`config.mk`:
```
export PLATFORM = sky130hd
export DESIGN_NAME = dsm_serial_tx
export DESIGN_NICKNAME = d
export VERILOG_FILES = /design/src/rtl/dsm_serial_tx.sv
export SDC_FILE = /design/constraint.sdc
export NUM_CORES = 1
export LEC_CHECK = 0
export BUFFER_PORTS_ARGS = -buffer_cell sky130_fd_sc_hd__buf_2
export CAP_MARGIN = 20
export CORE_UTILIZATION = 50
export CTS_BUF_LIST = sky130_fd_sc_hd__clkbuf_2
export DETAILED_ROUTE_END_ITERATION = 8
export PLACE_DENSITY_LB_ADDON = 0.3
export SETUP_SLACK_MARGIN = 0.05
export SYNTH_ARGS = -nofsm -noshare
export SYNTH_HDL_FRONTEND = slang
export SYNTH_SLANG_ARGS = --single-unit
```
`constraint.sdc`:
```
create_clock -name clk -period 1.75 [get_ports clk]
set_input_delay 0.2625 -clock clk [delete_from_list [all_inputs] [get_ports clk]]
set_output_delay 0.2625 -clock clk [all_outputs]
set_load 0.02 [all_outputs]
```
`src/rtl/dsm_serial_tx.sv`:
```
// Serializes a WIDTH-bit word MSB first to a DSM-style shift register,
// framed by en and clocked by a divided sclk.
module dsm_serial_tx #(
  parameter int unsigned WIDTH   = 9,
  parameter int unsigned CLK_DIV = 2
) (
  input  logic             clk,
  input  logic             rst_n,
  input  logic             start,
  input  logic [WIDTH-1:0] word,
  output logic             sclk,
  output logic             sdata,
  output logic             en,
  output logic             busy,
  output logic             done
);

  localparam int unsigned      CNT_W    = $clog2(WIDTH + 1);
  localparam logic [7:0]       DIV_LAST = 8'(CLK_DIV - 1);
  localparam logic [CNT_W-1:0] BITS     = CNT_W'(WIDTH);
  localparam logic [CNT_W-1:0] LAST_BIT = CNT_W'(WIDTH - 1);

  typedef enum logic [2:0] {
    IDLE   = 3'd0,
    SETUP  = 3'd1,
    HIGH   = 3'd2,
    LOW    = 3'd3,
    FINISH = 3'd4
  } state_t;

  state_t           state_q, state_d;
  logic [7:0]       div_q, div_d;
  logic [CNT_W-1:0] bit_q, bit_d;
  logic [WIDTH-1:0] shreg_q, shreg_d;
  logic             sclk_q, sclk_d;
  logic             sdata_q, sdata_d;
  logic             en_q, en_d;
  logic             busy_q, busy_d;
  logic             done_q, done_d;
  logic             div_end;

  // Next-state logic; outputs are derived from the next state so they register
  // in the same cycle the state changes.
  always_comb begin
    state_d = state_q;
    div_d   = div_q + 8'd1;
    bit_d   = bit_q;
    shreg_d = shreg_q;
    sdata_d = sdata_q;
    div_end = (div_q == DIV_LAST);

    case (state_q)
      IDLE: begin
        div_d = 8'd0;
        if (start) begin
          state_d = SETUP;
          shreg_d = word << 1;
          sdata_d = word[WIDTH-1];
          bit_d   = '0;
        end
      end
      SETUP: begin
        if (div_end) state_d = HIGH;
      end
      HIGH: begin
        if (div_end) begin
          state_d = LOW;
          bit_d   = bit_q + CNT_W'(1);
          // Data advances on the falling edge only while bits remain.
          if (bit_q != LAST_BIT) begin
            sdata_d = shreg_q[WIDTH-1];
            shreg_d = shreg_q << 1;
          end
        end
      end
      LOW: begin
        if (div_end) begin
          if (bit_q == BITS) begin
            state_d = FINISH;
            bit_d   = '0;
            shreg_d = '0;
            sdata_d = 1'b0;
          end else begin
            state_d = HIGH;
          end
        end
      end
      FINISH: begin
        state_d = IDLE;
      end
      default: begin
        state_d = IDLE;
      end
    endcase

    if (state_d != state_q) div_d = 8'd0;

    sclk_d = (state_d == HIGH);
    en_d   = (state_d == SETUP) || (state_d == HIGH) || (state_d == LOW);
    busy_d = en_d;
    done_d = (state_d == FINISH);
  end

  // State and output registers with synchronous active-low reset.
  always_ff @(posedge clk) begin
    if (!rst_n) begin
      state_q <= IDLE;
      div_q   <= 8'd0;
      bit_q   <= '0;
      shreg_q <= '0;
      sclk_q  <= 1'b0;
      sdata_q <= 1'b0;
      en_q    <= 1'b0;
      busy_q  <= 1'b0;
      done_q  <= 1'b0;
    end else begin
      state_q <= state_d;
      div_q   <= div_d;
      bit_q   <= bit_d;
      shreg_q <= shreg_d;
      sclk_q  <= sclk_d;
      sdata_q <= sdata_d;
      en_q    <= en_d;
      busy_q  <= busy_d;
      done_q  <= done_d;
    end
  end

  assign sclk  = sclk_q;
  assign sdata = sdata_q;
  assign en    = en_q;
  assign busy  = busy_q;
  assign done  = done_q;

endmodule

```
### Yosys cells after proc, flatten, opt, wreduce, memory -nomap -nowiden

Cells that the tools add are included.

| word-level totals | value |
|---|---|
| register bits after elaboration | 28 |
| input bits | 12 |
| output and inout port bits | 5 |
| word-level logic and storage cells | 57 |

| cells by class | value |
|---|---|
| add/subtract/negate cells | 2 |
| equality and inequality tests | 16 |
| mux-type cells | 23 |
| bitwise logic cells | 1 |
| reduce and logical (&&, ||, !) cells | 7 |

Operator list:

| kind | count |
|---|---|
| two-way mux 9 bit | 5 |
| one-hot mux 9 bit (3 select lines) | 1 |
| two-way mux 4 bit | 4 |
| two-way mux 3 bit | 5 |
| == test 3 x 2 -> 1 bit (second input constant) | 4 |
| one-hot mux 3 bit (4 select lines) | 1 |
| one-hot mux 4 bit (3 select lines) | 1 |
| != test 2 bit (second input constant) | 5 |
| adder 8 x 1 -> 8 bit (second input constant) | 1 |
| == test 8 x 1 -> 1 bit (second input constant) | 1 |
| == test 3 x 1 -> 1 bit (second input constant) | 2 |
| AND reduction 6 bit | 1 |
| two-way mux 1 bit | 5 |
| AND reduction 5 bit | 1 |
| adder 4 x 1 -> 4 bit (second input constant) | 1 |
| == test 4 bit (second input constant) | 1 |
| != test 4 bit (second input constant) | 1 |
| == test 3 bit (second input constant) | 1 |
| zero test 3 bit | 1 |
| != test 3 bit | 1 |
| one-hot mux 1 bit (3 select lines) | 1 |
| nonzero test 3 bit | 1 |
| OR reduction 3 bit | 1 |
| logical OR 1 bit | 2 |
| NOT 1 bit | 1 |

### Depth between registers and ports, before layout

| logic depth | value |
|---|---|
| depth in word-level cells | 7 |
| mapped depth | 7 |
| gate-level depth less buffers | 6 |

### Worst setup path before layout

No wires, ideal clock.

| timing path | value |
|---|---|
| path kind | reg-to-reg |
| start | register div_q[0] |
| end | register sdata_q, in the netlist sdata |
| setup time | 119 ps |
| data arrival time | 1795 ps |
| data required time | 1631 ps |
| setup slack | -164 ps |
| cell stages (with the launch flop) | 7 |
| period minus slack after synthesis | 1914 ps |
| path through | dfxtp_1 -> ha_1 -> or3b_2 -> o21ai_1 -> or4b_1 -> buf_6 -> mux2i_1 |

| on the way | value |
|---|---|
| word-level cells in the longest chain between the ends | 3 |
| elaborated cells between the ends (all ways) | 4 |
| classes of those cells | 3 x eq/ne; 1 x reduce/logical |

RTL lines:

| element | line | source |
|---|---|---|
| from (decl) | 32 | `logic [7:0] div_q, div_d;` |
| from (signal assigned) | 118 | `div_q <= div_d;` |
| == test 8 x 1 -> 1 bit * | 50 | `div_end = (div_q == DIV_LAST);` |
| != test 2 bit (no line) | -- |  |
| AND reduction 6 bit (no line) * | -- |  |
| to (signal assigned) | 122 | `sdata_q <= sdata_d;` |
| to (decl) | 36 | `logic sdata_q, sdata_d;` |

Mark *: on every way between the ends. The rest lies on a longest branch, timed or not.
A chain may end at the register's enable or synchronous reset.

### Worst setup path in the final report

| timing path | value |
|---|---|
| start | register div_q[4] |
| end | register sdata_q, in the netlist sdata |

Same word-level chain as after synthesis.

==> impl_metrics.sql <==
INSERT INTO impl_metrics (metric_group, metric, value, unit) VALUES
('yosys', 'number_of_synthesized_flops_with_an_enable_pin', '0', ''),
('floorplan', 'core-area', '0.00257', 'mm2'),
('layout', 'multi_input_comb_area', '831', 'um2'),
('clock_tree', 'clock-sinks', '27', ''),
('clock_tree', 'numCtsBuffers', '3', ''),
('floorplan', 'effective_utilization_at_floorplan', '0.545', ''),
('worst_setup_path', 'cpMaxStageDelayCell', 'or4_4', ''),
('hold_path', 'min_path_type', 'input pin to flip-flop', ''),
('yosys', 'main_area_contributors_after_synthesis', 'dfxtp_1 39%, mux2i_1 7.9%, mux2_2 6.4%, nand2_1 6.2%, ha_1 4.5%', ''),
('yosys', 'synth_warnings', '0', ''),
('global_route', 'vias_in_the_first_global_route', '1163', ''),
('clock_tree', 'cts.hold.buffers_added', '0', ''),
('floorplan', 'die_h', '54.9', 'um'),
('routing', 'detail_route.iter0.violations', '16', ''),
('flow_run', 'max_cap_viol_count', '0', ''),
('timing', 'timing_worst_slew_pin_value', '454', 'ps'),
('outcome', 'violations', 'negative setup slack', ''),
('worst_setup_path', 'crit-reg2reg-launch', 'div_q[4]', ''),
('worst_setup_path', 'reg2reg_to', 'sdata', ''),
('worst_setup_path', 'ff2ff_path_depth', '5', ''),
('global_route', 'wire_length_of_the_first_global_routing_pass', '4710', 'um'),
('yosys', 'synth_fp_nets', '177', ''),
('routing', 'detailedRoute.firstPassIterationCount', '4', ''),
('worst_setup_path', 'reg2reg_slack', '-140', 'ps'),
('hold_path', 'holdPathEnd', 'state_q[0]', ''),
('global_route', 'globalRoute.totalOverflow', '0', ''),
('pwr', 'worst_ir_drop_vdd', '0.000531', 'V'),
('yosys', 'ys_dominant_reg_cell', 'dfxtp_1', ''),
('layout', 'final_core_util', '0.663', ''),
('layout', 'layout.cells.non_filler', '223', ''),
('worst_setup_path', 'crit_path_cell_trace', 'or4_4 -> o21ai_1 -> or4b_4 -> buf_6 -> mux2i_1', ''),
('timing', 'max_freq', '0.530', 'GHz'),
('worst_setup_path', 'cpLargestDelayFamily', 'simple AND/OR/NAND/NOR gates', ''),
('routing', 'wire_per_inst', '13.3', 'um'),
('floorplan', 'die_width', '54.9', 'um'),
('routing', 'detail_route.wirelength', '2970', 'um'),
('timing', 'max_slew_margin', '0.696', ''),
('worst_setup_path', 'top_fanout_value_on_the_critical_path', '5', ''),
('routing', 'via_per_inst', '5.52', ''),
('timing', 'final_critical_path_setup_slack', '-135', 'ps'),
('pwr', 'power.density', '669', 'mW/mm2'),
('yosys', 'syn_area_per_cell', '8.75', 'um2'),
('timing', 'fin_crit_sh', '1.08', ''),
('hold_path', 'timing.hold.worst.start', 'start', ''),
('yosys', 'synthDistinctLibCells', '35', ''),
('outcome', 'run_status', 'complete, but fails checks', ''),
('layout', 'num-fill-cells', '221', ''),
('worst_setup_path', 'crit_path_end_kind', 'flip-flop', ''),
('placed_design', 'place.detailed.instances', '218', ''),
('yosys', 'synth-seq-cells', '27', ''),
('floorplan', 'design.portCount', '17', ''),
('yosys', 'synth_top_area_cell', 'dfxtp_1', ''),
('timing', 'setup_repair_after_global_routing_missed_its_margin', 'yes', ''),
('yosys', 'synth.top_cell.area_share', '0.386', ''),
('layout', 'antenna-diode-count', '0', ''),
('layout', 'post_route_cells_drive_above_1_share', '0.321', ''),
('global_route', 'antenna_found_initial', '0', ''),
('layout', 'final-seq-area', '546', 'um2'),
('placed_design', 'place.detailed.hpwl', '2240', 'um'),
('placed_design', 'buffer_ports.inserted', '16', ''),
('worst_setup_path', 'path_class', 'flip-flop to flip-flop', ''),
('clock_tree', 'clk_pin_slew_worst_paths', '260', 'ps'),
('yosys', 'portion_of_the_post_synthesis_area_used_by_sequential_elements', '0.386', ''),
('clock_tree', 'clk_latency', '360', 'ps'),
('global_route', 'grt_usage', '0.220', ''),
('pwr', 'power.leakage', '0.765', 'nW'),
('worst_setup_path', 'worstSetupStartpointType', 'flip-flop', ''),
('layout', 'design.final.nets', '211', ''),
('clock_tree', 'tritoncts', 'yes', ''),
('routing', 'antenna_left', '0', ''),
('timing', 'timing.final.setup_violations', '11', '');
worst max path at each step:
stage	depth (start not counted)	endpoint
after floorplan	7	sdata
after global placement	7	shreg_q[6]
after detailed placement	7	sdata
after CTS	5	sdata
after global routing	5	sdata
final	5	sdata
final cells by class:
type | count | area share
Clock buffer | 3 | 0.00882
Clock inverter | 1 | 0.00294
Inverter | 5 | 0.0110
Multi-Input combinational cell | 119 | 0.488
Sequential cell | 27 | 0.321
Tap cell | 30 | 0.0221
Timing Repair Buffer | 38 | 0.146
per-layer routing:
layer / part of all wire / vias to the layer above / global-route usage
met5: 0 / - / 0
met4: 0.013 / 0 / 0.0833
met3: 0.050 / 6 / 0.0492
met2: 0.51 / 36 / 0.406
met1: 0.43 / 576 / 0.241
li1: - / 613 / -
cell usage in the layout (no fill, tap or decap), drive strengths merged, types with 2 or more instances in the layout:
| master | count |
|---|---|
| and3 | 2 |
| dfxtp | 27 |
| clkbuf | 3 |
| mux2 | 8 |
| nor2b | 10 |
| or3 | 2 |
| nand2 | 23 |
| nand2b | 2 |
| o21ai | 3 |
| xor2 | 5 |
| nor2 | 12 |
| inv | 5 |
| or2 | 2 |
| nand3 | 10 |
| a311oi | 2 |
| nor3 | 4 |
| ha | 5 |
| mux2i | 11 |
| a21oi | 3 |
| a31oi | 2 |
| buf | 38 |
| and2 | 2 |
per-stage QoR:
step | hold slack, ps | setup WS [ps] | instance area (um2)
after global routing | 81.3 | -203 | 1700
after detailed placement | 460 | -150 | 1640
after floorplan | 403 | -43.4 | 1410
after global placement | 439 | -85.8 | 1640
final | 113 | -135 | 1700
after CTS | 108 | -152 | 1690
logic make-up (layout without fill, tap and decap cells):
logic type	after synthesis	in the layout	share of synthesized area
adders and majority gates	5	5	0.0447
buffers and inverters	14	47	0.0456
DFF	27	27	0.386
and+or+nand+nor	76	76	0.280
AOI/OAI and AO/OA	13	13	0.0634
muxes	19	19	0.143
xor gates and xnor gates	6	6	0.0375
power breakdown:
part           total, W  internal, W  switching, W
sequential     0.000664     0.000647     0.0000164
clock          0.000232    0.0000518      0.000180
combinational  0.000243     0.000119      0.000124
timing repair:
action	4_1_cts	5_1_grt
gates cloned	1	0
pin swaps	2	0
setup endpoints to repair	23	19
buffers inserted	0	0
resized for setup	8	5
worst register-to-register path, stage by stage (launching register included):
cell and delay, ps:
dfxtp_2 370, or4_4 530, o21ai_1 140, or4b_4 490, buf_6 160, mux2i_1 170
flip-flops by register name, summed over array words and instances, names as in the netlist:
| signal | cells |
|---|---|
| done | 1 |
| state_q | 3 |
| sclk | 1 |
| sdata | 1 |
| busy | 1 |
| div_q | 8 |
| bit_q | 4 |
| shreg_q | 8 |
cells in the mapped netlist (all sizes together) (3+ instances only):
cell and count:
dfxtp 27, nand2 23, nor2 12, mux2i 11, nand3 10, nor2b 10, mux2 8, clkbuf 7
ha 5, inv 5, xor2 5, nor3 4, a21oi 3, o21ai 3
No activity file was read; power rests on OpenSTA's default activity.
